`src/rtl/pc_pkg.sv`:
```
// Shared types and constants for the front-end program-counter generator.
package pc_pkg;

  typedef enum logic [1:0] {
    PC_IDLE,
    PC_RUN,
    PC_FAULT
  } pc_state_t;

  typedef enum logic [2:0] {
    SRC_SEQ,
    SRC_BR,
    SRC_JAL,
    SRC_JALR,
    SRC_TRAP
  } pc_src_t;

  localparam int INSN_INC = 4;

endpackage

```
`src/rtl/pc_target_sel.sv`:
```
// Combinational redirect arbiter: computes candidate targets, picks the
// highest-priority request and flags a misaligned non-trap winner.
module pc_target_sel
  import pc_pkg::*;
#(
  parameter int XLEN   = 64,
  parameter int IALIGN = 32
) (
  input  logic            br_valid,
  input  logic            br_taken,
  input  logic [XLEN-1:0] br_pc,
  input  logic [XLEN-1:0] br_imm,
  input  logic            jal_valid,
  input  logic [XLEN-1:0] jal_pc,
  input  logic [XLEN-1:0] jal_imm,
  input  logic            jalr_valid,
  input  logic [XLEN-1:0] jalr_base,
  input  logic [XLEN-1:0] jalr_imm,
  input  logic            trap_valid,
  input  logic [XLEN-1:0] trap_target,
  output pc_src_t         src,
  output logic [XLEN-1:0] target,
  output logic            misaligned
);

  logic [XLEN-1:0] br_target;
  logic [XLEN-1:0] jal_target;
  logic [XLEN-1:0] jalr_sum;
  logic [XLEN-1:0] jalr_target;
  logic [XLEN-1:0] trap_aligned;

  // Two's-complement adds: signed offsets wrap silently modulo 2^XLEN.
  assign br_target    = br_pc + br_imm;
  assign jal_target   = jal_pc + jal_imm;
  assign jalr_sum     = jalr_base + jalr_imm;
  assign jalr_target  = {jalr_sum[XLEN-1:1], 1'b0};
  assign trap_aligned = {trap_target[XLEN-1:2], 2'b00};

  always_comb begin
    src    = SRC_SEQ;
    target = '0;
    if (trap_valid) begin
      src    = SRC_TRAP;
      target = trap_aligned;
    end else if (jalr_valid) begin
      src    = SRC_JALR;
      target = jalr_target;
    end else if (jal_valid) begin
      src    = SRC_JAL;
      target = jal_target;
    end else if (br_valid && br_taken) begin
      src    = SRC_BR;
      target = br_target;
    end
  end

  // Trap targets are forced aligned, so only the other sources can fault.
  always_comb begin
    misaligned = 1'b0;
    if (src != SRC_SEQ && src != SRC_TRAP) begin
      if (IALIGN == 16) misaligned = target[0];
      else              misaligned = |target[1:0];
    end
  end

endmodule

```
`src/rtl/pc_gen.sv`:
```
// Fetch program-counter generator: reset-vectored PC register with a
// valid/ready fetch handshake, prioritised redirects and misalign fault halt.
module pc_gen
  import pc_pkg::*;
#(
  parameter int              XLEN      = 64,
  parameter logic [XLEN-1:0] RESET_VEC = '0,
  parameter int              IALIGN    = 32
) (
  input  logic            clk,
  input  logic            rst_n,
  input  logic            en,
  output logic            fetch_valid,
  input  logic            fetch_ready,
  output logic [XLEN-1:0] fetch_pc,
  output logic [XLEN-1:0] fetch_pc_4,
  input  logic            br_valid,
  input  logic            br_taken,
  input  logic [XLEN-1:0] br_pc,
  input  logic [XLEN-1:0] br_imm,
  input  logic            jal_valid,
  input  logic [XLEN-1:0] jal_pc,
  input  logic [XLEN-1:0] jal_imm,
  input  logic            jalr_valid,
  input  logic [XLEN-1:0] jalr_base,
  input  logic [XLEN-1:0] jalr_imm,
  input  logic            trap_valid,
  input  logic [XLEN-1:0] trap_target,
  output logic            redirect,
  output logic            misalign_fault,
  output logic [XLEN-1:0] fault_addr
);

  pc_state_t       state_q, state_d;
  logic [XLEN-1:0] pc_q, pc_d;
  logic            redirect_d;
  logic            fault_d;
  logic [XLEN-1:0] fault_addr_d;

  pc_src_t         sel_src;
  logic [XLEN-1:0] sel_target;
  logic            sel_misaligned;

  pc_target_sel #(
    .XLEN   (XLEN),
    .IALIGN (IALIGN)
  ) u_sel (
    .br_valid    (br_valid),
    .br_taken    (br_taken),
    .br_pc       (br_pc),
    .br_imm      (br_imm),
    .jal_valid   (jal_valid),
    .jal_pc      (jal_pc),
    .jal_imm     (jal_imm),
    .jalr_valid  (jalr_valid),
    .jalr_base   (jalr_base),
    .jalr_imm    (jalr_imm),
    .trap_valid  (trap_valid),
    .trap_target (trap_target),
    .src         (sel_src),
    .target      (sel_target),
    .misaligned  (sel_misaligned)
  );

  assign fetch_valid = (state_q == PC_RUN) && en;
  assign fetch_pc    = pc_q;
  assign fetch_pc_4  = pc_q + XLEN'(INSN_INC);

  always_comb begin
    state_d      = state_q;
    pc_d         = pc_q;
    redirect_d   = 1'b0;
    fault_d      = 1'b0;
    fault_addr_d = fault_addr;
    unique case (state_q)
      PC_IDLE, PC_RUN: begin
        if (state_q == PC_IDLE) state_d = PC_RUN;
        // A redirect overrides any handshake in the same cycle.
        if (sel_src != SRC_SEQ) begin
          if (sel_misaligned) begin
            state_d      = PC_FAULT;
            fault_d      = 1'b1;
            fault_addr_d = sel_target;
          end else begin
            pc_d       = sel_target;
            redirect_d = 1'b1;
          end
        end else if (fetch_valid && fetch_ready) begin
          pc_d = pc_q + XLEN'(INSN_INC);
        end
      end
      PC_FAULT: begin
        // Only a trap can pull fetch out of a misalign halt.
        if (sel_src == SRC_TRAP) begin
          pc_d       = sel_target;
          redirect_d = 1'b1;
          state_d    = PC_RUN;
        end
      end
      default: state_d = PC_IDLE;
    endcase
  end

  always_ff @(posedge clk or negedge rst_n) begin
    if (!rst_n) begin
      state_q        <= PC_IDLE;
      pc_q           <= RESET_VEC;
      redirect       <= 1'b0;
      misalign_fault <= 1'b0;
      fault_addr     <= '0;
    end else begin
      state_q        <= state_d;
      pc_q           <= pc_d;
      redirect       <= redirect_d;
      misalign_fault <= fault_d;
      fault_addr     <= fault_addr_d;
    end
  end

endmodule

```
`config.mk`:
```
export PLATFORM = sky130hd
export DESIGN_NAME = pc_gen
export DESIGN_NICKNAME = d
export VERILOG_FILES = /design/src/rtl/pc_pkg.sv /design/src/rtl/pc_target_sel.sv /design/src/rtl/pc_gen.sv
export SDC_FILE = /design/constraint.sdc
export NUM_CORES = 1
export LEC_CHECK = 0
export ABC_AREA = 1
export CAP_MARGIN = 0
export CELL_PAD_IN_SITES_DETAIL_PLACEMENT = 0
export CELL_PAD_IN_SITES_GLOBAL_PLACEMENT = 1
export CORE_MARGIN = 5
export CORE_UTILIZATION = 40
export CTS_BUF_LIST = sky130_fd_sc_hd__clkbuf_8
export CTS_CLUSTER_DIAMETER = 150
export DETAILED_ROUTE_END_ITERATION = 8
export DONT_BUFFER_PORTS = 1
export GPL_TIMING_DRIVEN = 0
export PLACE_DENSITY = 0.77
export REMOVE_ABC_BUFFERS = 1
export SYNTH_ARGS = -nofsm -noshare
export SYNTH_HDL_FRONTEND = slang
export SYNTH_SLANG_ARGS = --single-unit
```
`constraint.sdc`:
```
create_clock -name clk -period 2.5 [get_ports clk]
set_input_delay 0.25 -clock clk [delete_from_list [all_inputs] [get_ports clk]]
set_output_delay 0.25 -clock clk [all_outputs]
set_load 0.01 [all_outputs]
```
After elaboration in Yosys (flattened, before gate mapping)

Index checks and enable logic that the tools add are counted.

Register bits: 132
Input port bits: 457

Add/sub/neg operators: 4
Equality and inequality tests: 7
Mux-type cells: 26
Reduce and logical (&&, ||, !) cells: 11

Operator list:

| cell                    | number |
|---|---|
| $mux W64                | 8 |
| $add A64 B64 Y64        | 3 |
| $pmux W64 S2            | 1 |
| $add A64 B3 Y64 const B | 1 |
| $mux W3                 | 3 |
| $ne A3 B3 Y1 const B    | 3 |
| $mux W1                 | 8 |
| $mux W2                 | 4 |
| $logic_and A1 B1 Y1     | 4 |
| $pmux W2 S2             | 1 |
| $reduce_and A4 Y1       | 1 |
| $reduce_or A2 Y1        | 2 |
| $eq A3 B3 Y1 const B    | 1 |
| $reduce_and A3 Y1       | 1 |
| $reduce_bool A3 Y1      | 1 |
| $eq A2 B1 Y1 const B    | 1 |
| $eq A2 B2 Y1 const B    | 1 |
| $logic_not A2 Y1        | 1 |
| $ne A2 B2 Y1 const B    | 1 |
| $pmux W1 S2             | 1 |
| $reduce_bool A2 Y1      | 1 |

Longest topological paths before layout

Word-level depth: 11
Depth in mapped cells: 21
Gate-level depth less buffers: 21

By module

A second synthesis with hierarchy kept.

Cells, all modules: 4,956
Area, all modules: 25,874.8 µm²

By module, submodules not included:

| module        | instances | cells each | area an instance (µm²) | sequential area each (µm²) |
|---|---|---|---|---|
| pc_target_sel | 1         | 3,805      | 18,092.4               | 0.0 |
| pc_gen        | 1         | 1,151      | 7,782.5                | 3,303.2 |

Worst setup path after synthesis

No wires, ideal clock.

Path type: reg2reg
Start: reg pc_q[2] (netlist: fetch_pc[2])
End: reg pc_q[48] (netlist: fetch_pc[48])
Library setup time: 116 ps
Arrival: 2,167 ps
Data required time: 2,384 ps
Path slack: 216 ps
Cell stages (with the launch flop): 16
Path buffers: 0
Cell sequence: dfrtp_1 -> ha_1 -> nand2_1 -> inv_1 -> nand3_1 -> nor2_4 -> nand3_1 -> nor3_1 -> nand4_1 -> nor2_1 -> nand2_1 -> xor2_1 -> o21ai_1 -> inv_1 -> nand2_1 -> nand2_1

Longest elaborated chain between the ends: 4

Ends and longest elaborated chain:

| item                   | line          | text |
|---|---|---|
| start, declared        | pc_gen.sv:35  | `logic [XLEN-1:0] pc_q, pc_d;` |
| start signal, assigned | pc_gen.sv:113 | `pc_q <= pc_d;` |
| $add A64 B3 Y64        | -             |  |
| net fetch_pc_4[48]     | pc_gen.sv:16  | `output logic [XLEN-1:0] fetch_pc_4,` |
| $mux W64               | pc_gen.sv:88  | `end else if (fetch_valid && fetch_ready) begin` |
| $mux W64               | pc_gen.sv:79  | `if (sel_src != SRC_SEQ) begin` |
| $pmux W64 S2           | pc_gen.sv:75  | `unique case (state_q)` |

The timed path passes the listed nets, and every way through them passes these cells. The select of a mux whose other input is x is not followed.
A chain may end at the register's enable or synchronous reset.

Worst setup path in the final report

Start: reg pc_q[3] (netlist: fetch_pc[3])
End: out fetch_pc_4[40]

Longest elaborated chain between the ends: 1

Ends and longest elaborated chain:

| item            | line         | text |
|---|---|---|
| $add A64 B3 Y64 | pc_gen.sv:67 | `assign fetch_pc_4 = pc_q + XLEN'(INSN_INC);` |
| end, declared   | pc_gen.sv:16 |  |

No other way between the ends.

==> summary.txt <==
Global route
  – Largest net degree at the start of global routing: around 130
  – Initial antenna violation count: 18
  – Vias in the first global route: slightly below 30000
  – Total grt overflow: 0
  – First-pass GRT wire length: 193.2 mm
  – GR Util All Layers: 0.3831

Setup path
  – Type of origin of the critical path: flip-flop
  – Crit path to: fetch_pc_4[40]
  – Peak fanout along the critical path: 4
  – Worst Setup End Kind: output port
  – Flop2flop setup slack: -10 ps
  – Kind of critical path: flip-flop to output port
  – R2r endpoint: fetch_pc[44]
  – Worst R2R Start: fetch_pc[3]
  – Worst EP required: around 2300 ps
  – Worst Path Arrival: 2660 ps
  – R2R cell count: 15
  – Worst setup path start: fetch_pc[3]

Logic synthesis
  – Top cells by area, synth: nand2_1, inv_1, dfrtp_1
  – Post-synthesis sequential area ratio: 0.1324
  – EDFF count, synth: 0
  – Yosys reg bits: about 130
  – Post-Synthesis Cell Area: between 20000 and 25000 µm²
  – Synth Instances: approximately 4800
  – Syn. warnings: 0
  – Dominant cell type by area after synthesis: nand2_1
  – Top-area cell type share of the netlist area: 0.2616
  – Most used DFF post-synth: dfrtp_1
  – Cell variety after synth: 48
  – Async S/R FF share, synth: 1.000
  – Synthesized area per cell: about 5.2 µm²

Floorplanning
  – Chip Width: 259.7 µm
  – Chip Height: approximately 260 µm
  – I/O pin count: about 650
  – Initial Utilization: 0.4041
  – Row cnt: 91
  – Core area: roughly 62000 µm²
  – Die footprint: between 60000 and 70000 µm²

Clocking
  – Worst-Skew Late Latency: approximately 500 ps
  – Level count of the clock H-tree: 4
  – Clock Tree Root: clkbuf_8
  – CTS buffer count: 17
  – CTS max path bufs: 2
  – CTS Sinks: around 130
  – CTS tree: built
  – Clock-pin slew on the worst setup and hold paths: around 100 ps

Drt
  – 1st-iter DRT viols: approximately 3300
  – Via count: around 32000
  – Mean routed wirelength per cell: around 24 µm
  – Detailed Route WL: ~140 mm
  – Via density: approximately 5.5
  – First-pass DRT Iterations: 8
  – Post-route ant nets: 0
  – DRC: 0

Timing
  – Relative slew margins: 0.09831
  – Final Slew Violations: 0
  – Final Skew: 19.20 ps
  – RSZ-0062 raised after global routing: true
  – Final period util: 1.164
  – Hold WS: -567.5 ps
  – Worst slew pin tran: between 1000 and 1500 ps
  – Final setup fails: 45
  – Final setup TNS: -7877 ps
  – Fmax: ~340 MHz
  – Fin. Hold Viols: approximately 130
  – Tmin final: 2910 ps
  – Final worst slack: -409.9 ps

Flow run
  – Max-cap violation count: 0

Placement
  – IO buf count: 0
  – Placed cell area: about 26000 µm²
  – DP Wirelength: between 100 and 150 mm
  – GPL Wtd Cong: 1.054
  – Post-Place Cells: ~5600

Power
  – Pleak: about 16 nW
  – Power Density: roughly 480 nW/µm²
  – Peak VDD IR: 0.0003973 V

Status
  – Run status: complete, but fails checks
  – Violated checks: hold timing, setup timing

Min path
  – Hold/Removal Path Class: input pin to async pin

Cells and area
  – Area growth syn-to-layout: 19.61%
  – Nets: 5528
  – Share of layout cells above drive strength 1: 0.1057
  – Fill cells: 6975
  – Post-route cell area: between 20000 and 30000 µm²
  – Non-filler cells, final: 5745
-- cells by family after synthesis --
group	count (synthesis)	share of synthesized area
and+or+nand+nor	2807	0.4612
DFF	132	0.1324
xor gates and xnor gates	94	0.03301
buffers and inverters	969	0.1472
adders and majority gates	192	0.09723
AOI/OAI and AO/OA	598	0.1289
-- final cells by class --
cell class                      instances  area, µm²  share of cell area
Tap cell                              837       1047             0.03511
Antenna cell                           16      40.04            0.001342
Inverter                              892       3428              0.1149
Clock inverter                         14      157.7            0.005285
Timing Repair Buffer                  138       1400             0.04694
Clock buffer                           18      247.7            0.008305
Sequential cell                       132       3371              0.1130
Timing Repair inverter                  2      20.02           0.0006711
Multi-Input combinational cell       3696      20120              0.6744
-- layer usage --
metal | global-route usage | wire length, µm | part of all wire
met1 | 0.5093 | 56360 | 0.41
met2 | 0.6094 | 60590 | 0.44
met3 | 0.05184 | 11970 | 0.087
met4 | 0.1958 | 9386 | 0.068
met5 | 0 | 56 | 0.00040
-- critical path, cell delays in order (launching register included) --
cell and delay, ps:
dfrtp_2 490, ha_4 190, nand2_4 60, inv_4 70, nand3_4 80, nor2_4 170
nand3_4 120, nor3_4 160, nand4_1 160, buf_6 170, nor2_4 130, buf_6 130
xor2_4 230
-- sequential cells by signal, summed over array words and instances (netlist names) --
signal and cells:
state_q 2, misalign_fault 1, fault_addr 64, redirect 1
fetch_pc 64
-- per-stage QoR --
| stage | utilization | power (mW) | setup slack (ps) | hold WS (ps) |
|---|---|---|---|---|
| finish | 0.4834 | 14.42 | -409.9 | -567.5 |
| floorplan | - | 8.110 | -3494 | -45.59 |
| global placement | 0.4159 | 10.78 | -8892 | -42.37 |
| detailed placement | 0.4177 | 10.83 | -3980 | -42.69 |
| global route | 0.4831 | 15.15 | -487.7 | -597.1 |
| CTS | 0.4672 | 13.69 | -383.2 | -578.3 |
-- synth_stat cells (all sizes together), types with 39 or more instances --
cell and count:
dfrtp 132, buf 39, inv 892, xor2 77, nor2 527, a31oi 40
o21ai 213, a21oi 275, nor3 79, nand4 53, ha 189, nand3 319
nand2 1741
-- worst min-delay path by stage --
stage	start	slack [ps]	endpoint	cells past startpoint
4_1_cts	rst_n	-580	fetch_pc[11]	0
2_1_floorplan	rst_n	-50	fault_addr[0]	0
3_5_place_dp	rst_n	-40	fault_addr[52]	0
6_report	rst_n	-570	fetch_pc[63]	0
3_3_place_gp	rst_n	-40	fault_addr[53]	0
5_1_grt	rst_n	-600	fetch_pc[53]	0
-- power breakdown --
| group | leakage, nW | total [mW] | switching, mW | internal (mW) |
|---|---|---|---|---|
| clock | 0.198 | 1.98 | 1.12 | 0.861 |
| sequential | 1.50 | 4.35 | 1.54 | 2.81 |
| combinational | 14.1 | 8.09 | 5.52 | 2.57 |
| total | 15.8 | 14.4 | 8.18 | 6.24 |
-- cells in the final DEF, fill, tap and decap left out, types with 44 or more instances in the layout --
cell type	Yosys	final
nand2_1	1738	1681
inv_1	887	854
nor2_1	522	471
nand3_1	317	282
a21oi_1	275	270
ha_1	189	186
o21ai_0	199	177
dfrtp_1	132	78
buf_4	5	61
dfrtp_2	0	54
nand4_1	52	52
nor3_1	77	48
dlygate4sd3_1	0	44
-- timing repair --
item / 4_1_cts / 5_1_grt
cloned: 6 / 4
resized for setup: 385 / 147
pin swaps: 81 / 71
buffers inserted: 55 / 32
hold endpoints to repair: 177 / 134
setup endpoints to repair: 184 / 135
hold buffers: 44 / 1
(Power assumes the default switching activity.)
